[config.mk]
export PLATFORM = sky130hd
export DESIGN_NAME = debug_bus_master
export DESIGN_NICKNAME = d
export VERILOG_FILES = /design/src/rtl/debug_bus_master.sv
export SDC_FILE = /design/constraint.sdc
export NUM_CORES = 1
export LEC_CHECK = 0
export BUFFER_PORTS_ARGS = -buffer_cell sky130_fd_sc_hd__buf_2
export CAP_MARGIN = 15
export CORE_AREA = 2 2 160 84
export DETAILED_ROUTE_END_ITERATION = 7
export DIE_AREA = 0 0 162 86
export GPL_ROUTABILITY_DRIVEN = 0
export MAX_ROUTING_LAYER = met4
export PLACE_DENSITY = 0.67
export SYNTH_ARGS = -nofsm -noshare
export SYNTH_HDL_FRONTEND = slang
export SYNTH_SLANG_ARGS = --single-unit
export TNS_END_PERCENT = 10
[constraint.sdc]
create_clock -name clk30 -period 3.7 [get_ports clk30]
set_clock_uncertainty 0.15 [all_clocks]
set_input_delay 0 -clock clk30 [delete_from_list [all_inputs] [get_ports clk30]]
set_output_delay 0 -clock clk30 [all_outputs]
set_load 0.01 [all_outputs]
[src/rtl/debug_bus_master.sv]
// -----------------------------------------------------------------------------
// debug_bus_master
//
// Second initiator on the 68000-style system bus. An external debug/loader
// source offers single word or byte commands, and this block replays each one
// as one strobe/ack bus cycle into whichever responder decodes the address.
//
// Ports
//   clk30, reset      system clock, synchronous active-high reset
//   cmd_*             command handshake (valid/ready) with latched fields
//   rsp_*             one-cycle completion pulse plus held result fields
//   bus_req/bus_grant ownership handshake with the CPU-side arbiter
//   addr, as, uds, lds, write_strobe, data_out   bus cycle outputs
//   data_in, bus_ack, bus_err                    responder returns
//
// Every output is a register. The sequence of one bus cycle is
//   REQ -> SETUP (SETUP_CYCLES) -> STROBE (>=1) -> RELEASE (1) -> DONE (1)
// -----------------------------------------------------------------------------
module debug_bus_master #(
    parameter int TIMEOUT_CYCLES = 1023,
    parameter int SETUP_CYCLES   = 1
) (
    input  logic        clk30,
    input  logic        reset,
    input  logic        cmd_valid,
    output logic        cmd_ready,
    input  logic        cmd_write,
    input  logic [22:0] cmd_addr,
    input  logic        cmd_uds,
    input  logic        cmd_lds,
    input  logic [15:0] cmd_wdata,
    output logic        rsp_valid,
    output logic [15:0] rsp_rdata,
    output logic        rsp_err,
    output logic        rsp_timeout,
    output logic        bus_req,
    input  logic        bus_grant,
    output logic [22:0] addr,
    output logic        as,
    output logic        uds,
    output logic        lds,
    output logic        write_strobe,
    output logic [15:0] data_out,
    input  logic [15:0] data_in,
    input  logic        bus_ack,
    input  logic        bus_err
);

    // STROBE counter only has to reach TIMEOUT_CYCLES-1.
    localparam int              TO_W       = (TIMEOUT_CYCLES > 1) ? $clog2(TIMEOUT_CYCLES) : 1;
    localparam logic [TO_W-1:0] TO_LAST    = TO_W'(TIMEOUT_CYCLES - 1);
    localparam logic [TO_W-1:0] TO_ONE     = TO_W'(1);
    localparam logic [TO_W-1:0] TO_ZERO    = TO_W'(0);
    localparam logic [2:0]      SETUP_LOAD = 3'(SETUP_CYCLES);

    typedef enum logic [2:0] {
        ST_IDLE    = 3'd0,
        ST_REQ     = 3'd1,
        ST_SETUP   = 3'd2,
        ST_STROBE  = 3'd3,
        ST_RELEASE = 3'd4,
        ST_DONE    = 3'd5
    } state_t;

    state_t          state_r;
    logic            write_r;
    logic [22:0]     addr_r;
    logic            uds_en_r;
    logic            lds_en_r;
    logic [15:0]     wdata_r;
    logic [15:0]     rdata_r;
    logic            err_r;
    logic            timeout_r;
    logic [2:0]      setup_cnt_r;
    logic [TO_W-1:0] to_cnt_r;

    // Command FSM: sequences one bus cycle and drives every output from a flop.
    always_ff @(posedge clk30) begin
        if (reset) begin
            state_r      <= ST_IDLE;
            cmd_ready    <= 1'b1;
            rsp_valid    <= 1'b0;
            rsp_rdata    <= 16'h0000;
            rsp_err      <= 1'b0;
            rsp_timeout  <= 1'b0;
            bus_req      <= 1'b0;
            addr         <= 23'h000000;
            as           <= 1'b0;
            uds          <= 1'b0;
            lds          <= 1'b0;
            write_strobe <= 1'b0;
            data_out     <= 16'h0000;
            write_r      <= 1'b0;
            addr_r       <= 23'h000000;
            uds_en_r     <= 1'b0;
            lds_en_r     <= 1'b0;
            wdata_r      <= 16'h0000;
            rdata_r      <= 16'h0000;
            err_r        <= 1'b0;
            timeout_r    <= 1'b0;
            setup_cnt_r  <= 3'd0;
            to_cnt_r     <= TO_ZERO;
        end else begin
            // rsp_valid is a single-cycle pulse unless a branch re-asserts it.
            rsp_valid <= 1'b0;
            case (state_r)
                ST_IDLE: begin
                    if (cmd_valid) begin
                        write_r   <= cmd_write;
                        addr_r    <= cmd_addr;
                        uds_en_r  <= cmd_uds;
                        lds_en_r  <= cmd_lds;
                        wdata_r   <= cmd_wdata;
                        rdata_r   <= 16'h0000;
                        err_r     <= 1'b0;
                        timeout_r <= 1'b0;
                        cmd_ready <= 1'b0;
                        if (!cmd_uds && !cmd_lds) begin
                            // No lanes enabled: reject without touching the bus.
                            state_r     <= ST_DONE;
                            rsp_valid   <= 1'b1;
                            rsp_rdata   <= 16'h0000;
                            rsp_err     <= 1'b1;
                            rsp_timeout <= 1'b0;
                        end else begin
                            state_r <= ST_REQ;
                            bus_req <= 1'b1;
                        end
                    end else begin
                        cmd_ready <= 1'b1;
                    end
                end

                ST_REQ: begin
                    if (bus_grant) begin
                        state_r      <= ST_SETUP;
                        setup_cnt_r  <= SETUP_LOAD;
                        addr         <= addr_r;
                        as           <= 1'b1;
                        write_strobe <= write_r;
                        data_out     <= write_r ? wdata_r : 16'h0000;
                    end else begin
                        state_r <= ST_REQ;
                    end
                end

                ST_SETUP: begin
                    if (!bus_grant) begin
                        // Arbiter withdrew the bus under us: abort as an error.
                        state_r      <= ST_RELEASE;
                        err_r        <= 1'b1;
                        timeout_r    <= 1'b0;
                        as           <= 1'b0;
                        uds          <= 1'b0;
                        lds          <= 1'b0;
                        write_strobe <= 1'b0;
                    end else if (setup_cnt_r <= 3'd1) begin
                        state_r  <= ST_STROBE;
                        uds      <= uds_en_r;
                        lds      <= lds_en_r;
                        to_cnt_r <= TO_ZERO;
                    end else begin
                        setup_cnt_r <= setup_cnt_r - 3'd1;
                    end
                end

                ST_STROBE: begin
                    if (!bus_grant) begin
                        state_r      <= ST_RELEASE;
                        err_r        <= 1'b1;
                        timeout_r    <= 1'b0;
                        as           <= 1'b0;
                        uds          <= 1'b0;
                        lds          <= 1'b0;
                        write_strobe <= 1'b0;
                    end else if (bus_err) begin
                        // Error wins over a simultaneous ack; read data is discarded.
                        state_r      <= ST_RELEASE;
                        err_r        <= 1'b1;
                        as           <= 1'b0;
                        uds          <= 1'b0;
                        lds          <= 1'b0;
                        write_strobe <= 1'b0;
                    end else if (bus_ack) begin
                        state_r      <= ST_RELEASE;
                        rdata_r      <= write_r ? 16'h0000 : data_in;
                        as           <= 1'b0;
                        uds          <= 1'b0;
                        lds          <= 1'b0;
                        write_strobe <= 1'b0;
                    end else if (to_cnt_r == TO_LAST) begin
                        state_r      <= ST_RELEASE;
                        timeout_r    <= 1'b1;
                        as           <= 1'b0;
                        uds          <= 1'b0;
                        lds          <= 1'b0;
                        write_strobe <= 1'b0;
                    end else begin
                        to_cnt_r <= to_cnt_r + TO_ONE;
                    end
                end

                ST_RELEASE: begin
                    // One strobe-free cycle already elapsed; bus_req drops now.
                    state_r     <= ST_DONE;
                    bus_req     <= 1'b0;
                    addr        <= 23'h000000;
                    data_out    <= 16'h0000;
                    rsp_valid   <= 1'b1;
                    rsp_rdata   <= rdata_r;
                    rsp_err     <= err_r;
                    rsp_timeout <= timeout_r;
                end

                ST_DONE: begin
                    state_r   <= ST_IDLE;
                    cmd_ready <= 1'b1;
                end

                default: begin
                    // Unreachable encoding: park safely with the bus released.
                    state_r      <= ST_IDLE;
                    cmd_ready    <= 1'b1;
                    bus_req      <= 1'b0;
                    addr         <= 23'h000000;
                    as           <= 1'b0;
                    uds          <= 1'b0;
                    lds          <= 1'b0;
                    write_strobe <= 1'b0;
                    data_out     <= 16'h0000;
                end
            endcase
        end
    end

endmodule

==> impl_results.md <==
* Status: completed
* Buf/Inv on CP at 2
* Worst Max-Slew Pin Slew at 0.847 ns
* Post-CTS Setup Inserts at 0
* Post-Route WL at between 15000 and 20000 um
* Largest family of logic cells by synthesized area: simple AND/OR/NAND/NOR gates
* Worst setup path class: flip-flop to flip-flop
* Area of the core at 12400 sq um
* Cts bufs inserted at 17
* Yosys top cell by area: dfxtp_1
* Initial antenna violation count at 0
* Worst-path clk slew at approximately 0.060 ns
* Met2 track demand over resource at between 30% and 40%
* Total congestion overflow at 0
* Post-CTS sizing at 0
* Post-synthesis compound-gate area fraction at about a fifth
* TritonCTS clock tree: built
* Boundary pin count at ~130
* Die Y at ~86 um
* Count leader, synth: dfxtp_1
* Residual DRC at 0
* Horiz. Die Dim at ~160 um
* Syn. warnings at 0
* Starting Density at 44.6%
* ANT cells at 0
* Yosys cell types at 60
* HPWL Detailed at between 10000 and 15000 um
* RSZ-0062 raised after global routing: false
* Reg-to-reg slack, setup at between 0.9 and 1 ns
* DR pass1 iterations at 5
* Clk buf depth at 2
* Crit path max-delay cell type: dfxtp_1
* EDFF count, synth at 0
* ANT nets after route at 0
* Worst-Skew Late Latency at between 0.4 and 0.5 ns
* Slew HR at about 43%
* Synthesized area at between 5000 and 6000 sq um
* Area Overhead vs Synth at 38.2%
* Worst path cell trace: nor2_1 > and3_1 > buf_4 > nand2_1 > a21oi_1 > dlygate4sd3_1
* Dominant synthesized flop cell: dfxtp_1
* Largest delay share family, worst path: buffers and inverters
* Final hold vios at 0
* Vias per cell at between 5 and 6
* Worst path max stage delay at between 0.8 and 0.9 ns
* Row cnt at 29
* First-pass GRT wire length at ~25000 um
* Final setup viols at 0
* WL per Instance at ~16 um
* Gate Count Post-Synth at about 640
* Crit path DAT at around 3 ns
* Req. time, crit path at about 3.9 ns
* Net Count, Synth at about 710
* Fin nets at ~890
* Fraction of the mapped netlist area in adder cells at less than 1%
* Ranking of synthesized cells by area: dfxtp_1 (51%), a22oi_1 (7.6%), nand2_1 (7.6%), a21oi_1 (6.0%), nor2_1 (4.7%)
* Final core utilization at 61.7%
* Power density cells at 500 nW/um^2
* Mux share of post-synthesis cell area at under 10%
* Fraction of layout cells with a size suffix above 1 at between 20% and 30%
* Die area at ~14000 sq um
* # fillers at roughly 1100
* CP Max Fanout at 41
* Most used routing layer: met2
* IR Drop Worst-Case VDD at roughly 0.32 mV
* Max Slew Vio Count at 0
* Via count at about 5400
* Clk sinks at 140
* Max Freq at ~0.36 GHz
* Seq/Total Area, Yosys at ~51%
* Post-Syn Area per Cell at 8.70 sq um
* H-tree depth at 4
* Final TNS setup at 0 ns
* IO buf count at between 100 and 150
* Tcrit/Tclk final at 74.9%
* Post-Synth XOR/XNOR Area at 0%
* Initial drt markers at roughly 420
* Post-synth top cells: dfxtp_1 (140), nand2_1 (112), nor2_1 (70)
* Synthesis-stage register bit count at 140
* Vias in the first global route at about 5100
* M1 GR Usage at approximately 33%
* Final min period at approximately 2.8 ns
* Largest net degree at the start of global routing at between 70 and 80
* Met3 Use GR at approximately 5%
* Critical Path Sink Type: flip-flop
* Gr usage total at approximately a quarter
* Post-synth top area share at 50.6%
* Clock root buffer: clkbuf_16
* Hold WC Path Type: input pin to flip-flop
* Hold bufs inserted after CTS at 83
* Leak Pwr at ~3.2 nW
* Post-synth ARST share at 0%
* CP Launch Type: flip-flop
* Maxcap violations at 0
* Post-Synth Simple-Gate Area at a little over a fifth
-- state kept, by name (all words and copies together) (netlist names), 3 cells and up --
register	cells
wdata_r	16
addr	23
setup_cnt_r	3
to_cnt_r	10
state_r	3
addr_r	23
data_out	16
rdata_r	16
rsp_rdata	16
-- placed cells by master (no fill, tap or decap), drive strengths merged, types with 4 or more instances in the layout --
| cell type | count |
|---|---|
| or3 | 4 |
| a22oi | 56 |
| o21a | 4 |
| a21oi | 66 |
| inv | 17 |
| and3 | 8 |
| buf | 134 |
| dlygate4sd3 | 83 |
| dfxtp | 140 |
| nand3 | 24 |
| nor2 | 70 |
| o21ai | 11 |
| nor3 | 7 |
| o31ai | 4 |
| a211oi | 4 |
| ha | 4 |
| mux2i | 7 |
| nand3b | 4 |
| clkbuf | 18 |
| nand2 | 112 |
| a31oi | 6 |
-- path summary, 6_finish.rpt --
check / endpoint / start / cells after the start
setup reg to reg: wdata_r[2] / state_r[0] / 6
hold reg to reg: rdata_r[2] / rdata_r[2] / 2
setup / recovery: wdata_r[2] / state_r[0] / 6
hold / removal: err_r / bus_err / 4
-- stage by stage --
stage	hold WS, ns	area, sq um	power (W)	cells	setup WS [ns]
2_1_floorplan	-0.0140	5540	0.00187	637	1.90
3_3_place_gp	0.0918	6190	0.00197	891	1.07
3_5_place_dp	0.0986	6190	0.00198	891	1.01
4_1_cts	0.00368	7650	0.00384	1006	0.985
5_1_grt	0.0284	7650	0.00397	1007	0.765
6_report	0.0181	7650	0.00383	1007	0.930
-- cell type report --
class	instances	area (sq um)	share of cell area, %
flip-flops and latches	140	2800	36.6
multi-input cells	436	2450	32.0
repair buffers	217	1520	19.9
clock buffers	18	439	5.74
well taps	170	213	2.78
clock inverters	14	184	2.40
inverters	12	45.0	0.589
-- cell families (layout without fill, tap and decap cells) --
kind of cell    Yosys count  after routing
simple gates            255            255
fa+ha+maj                 4              4
buf+inv                  61            261
mux                       7              7
flops                   140            140
compound gates          170            170
-- where the power goes --
part	internal (W)	leakage [nW]	total, W	switching [W]
combinational	0.000182	1.74	0.000417	0.000235
sequential	0.00156	1.14	0.00161	0.0000513
clock	0.00110	0.298	0.00179	0.000698
total	0.00284	3.17	0.00383	0.000984
-- tightest hold or removal path: cells and delay by family --
| family | cells | cell delay (ns) |
|---|---|---|
| simple gates | 2 | 0.29 |
| buf+inv | 1 | 0.17 |
| compound gates | 1 | 0.07 |
-- layer usage --
metal	vias up	share of wire [%]
met2	212	43
met4	0	0.71
li1	2616	-
met5	-	0
met1	2534	49
met3	9	7.2
(Power assumes the default switching activity.)
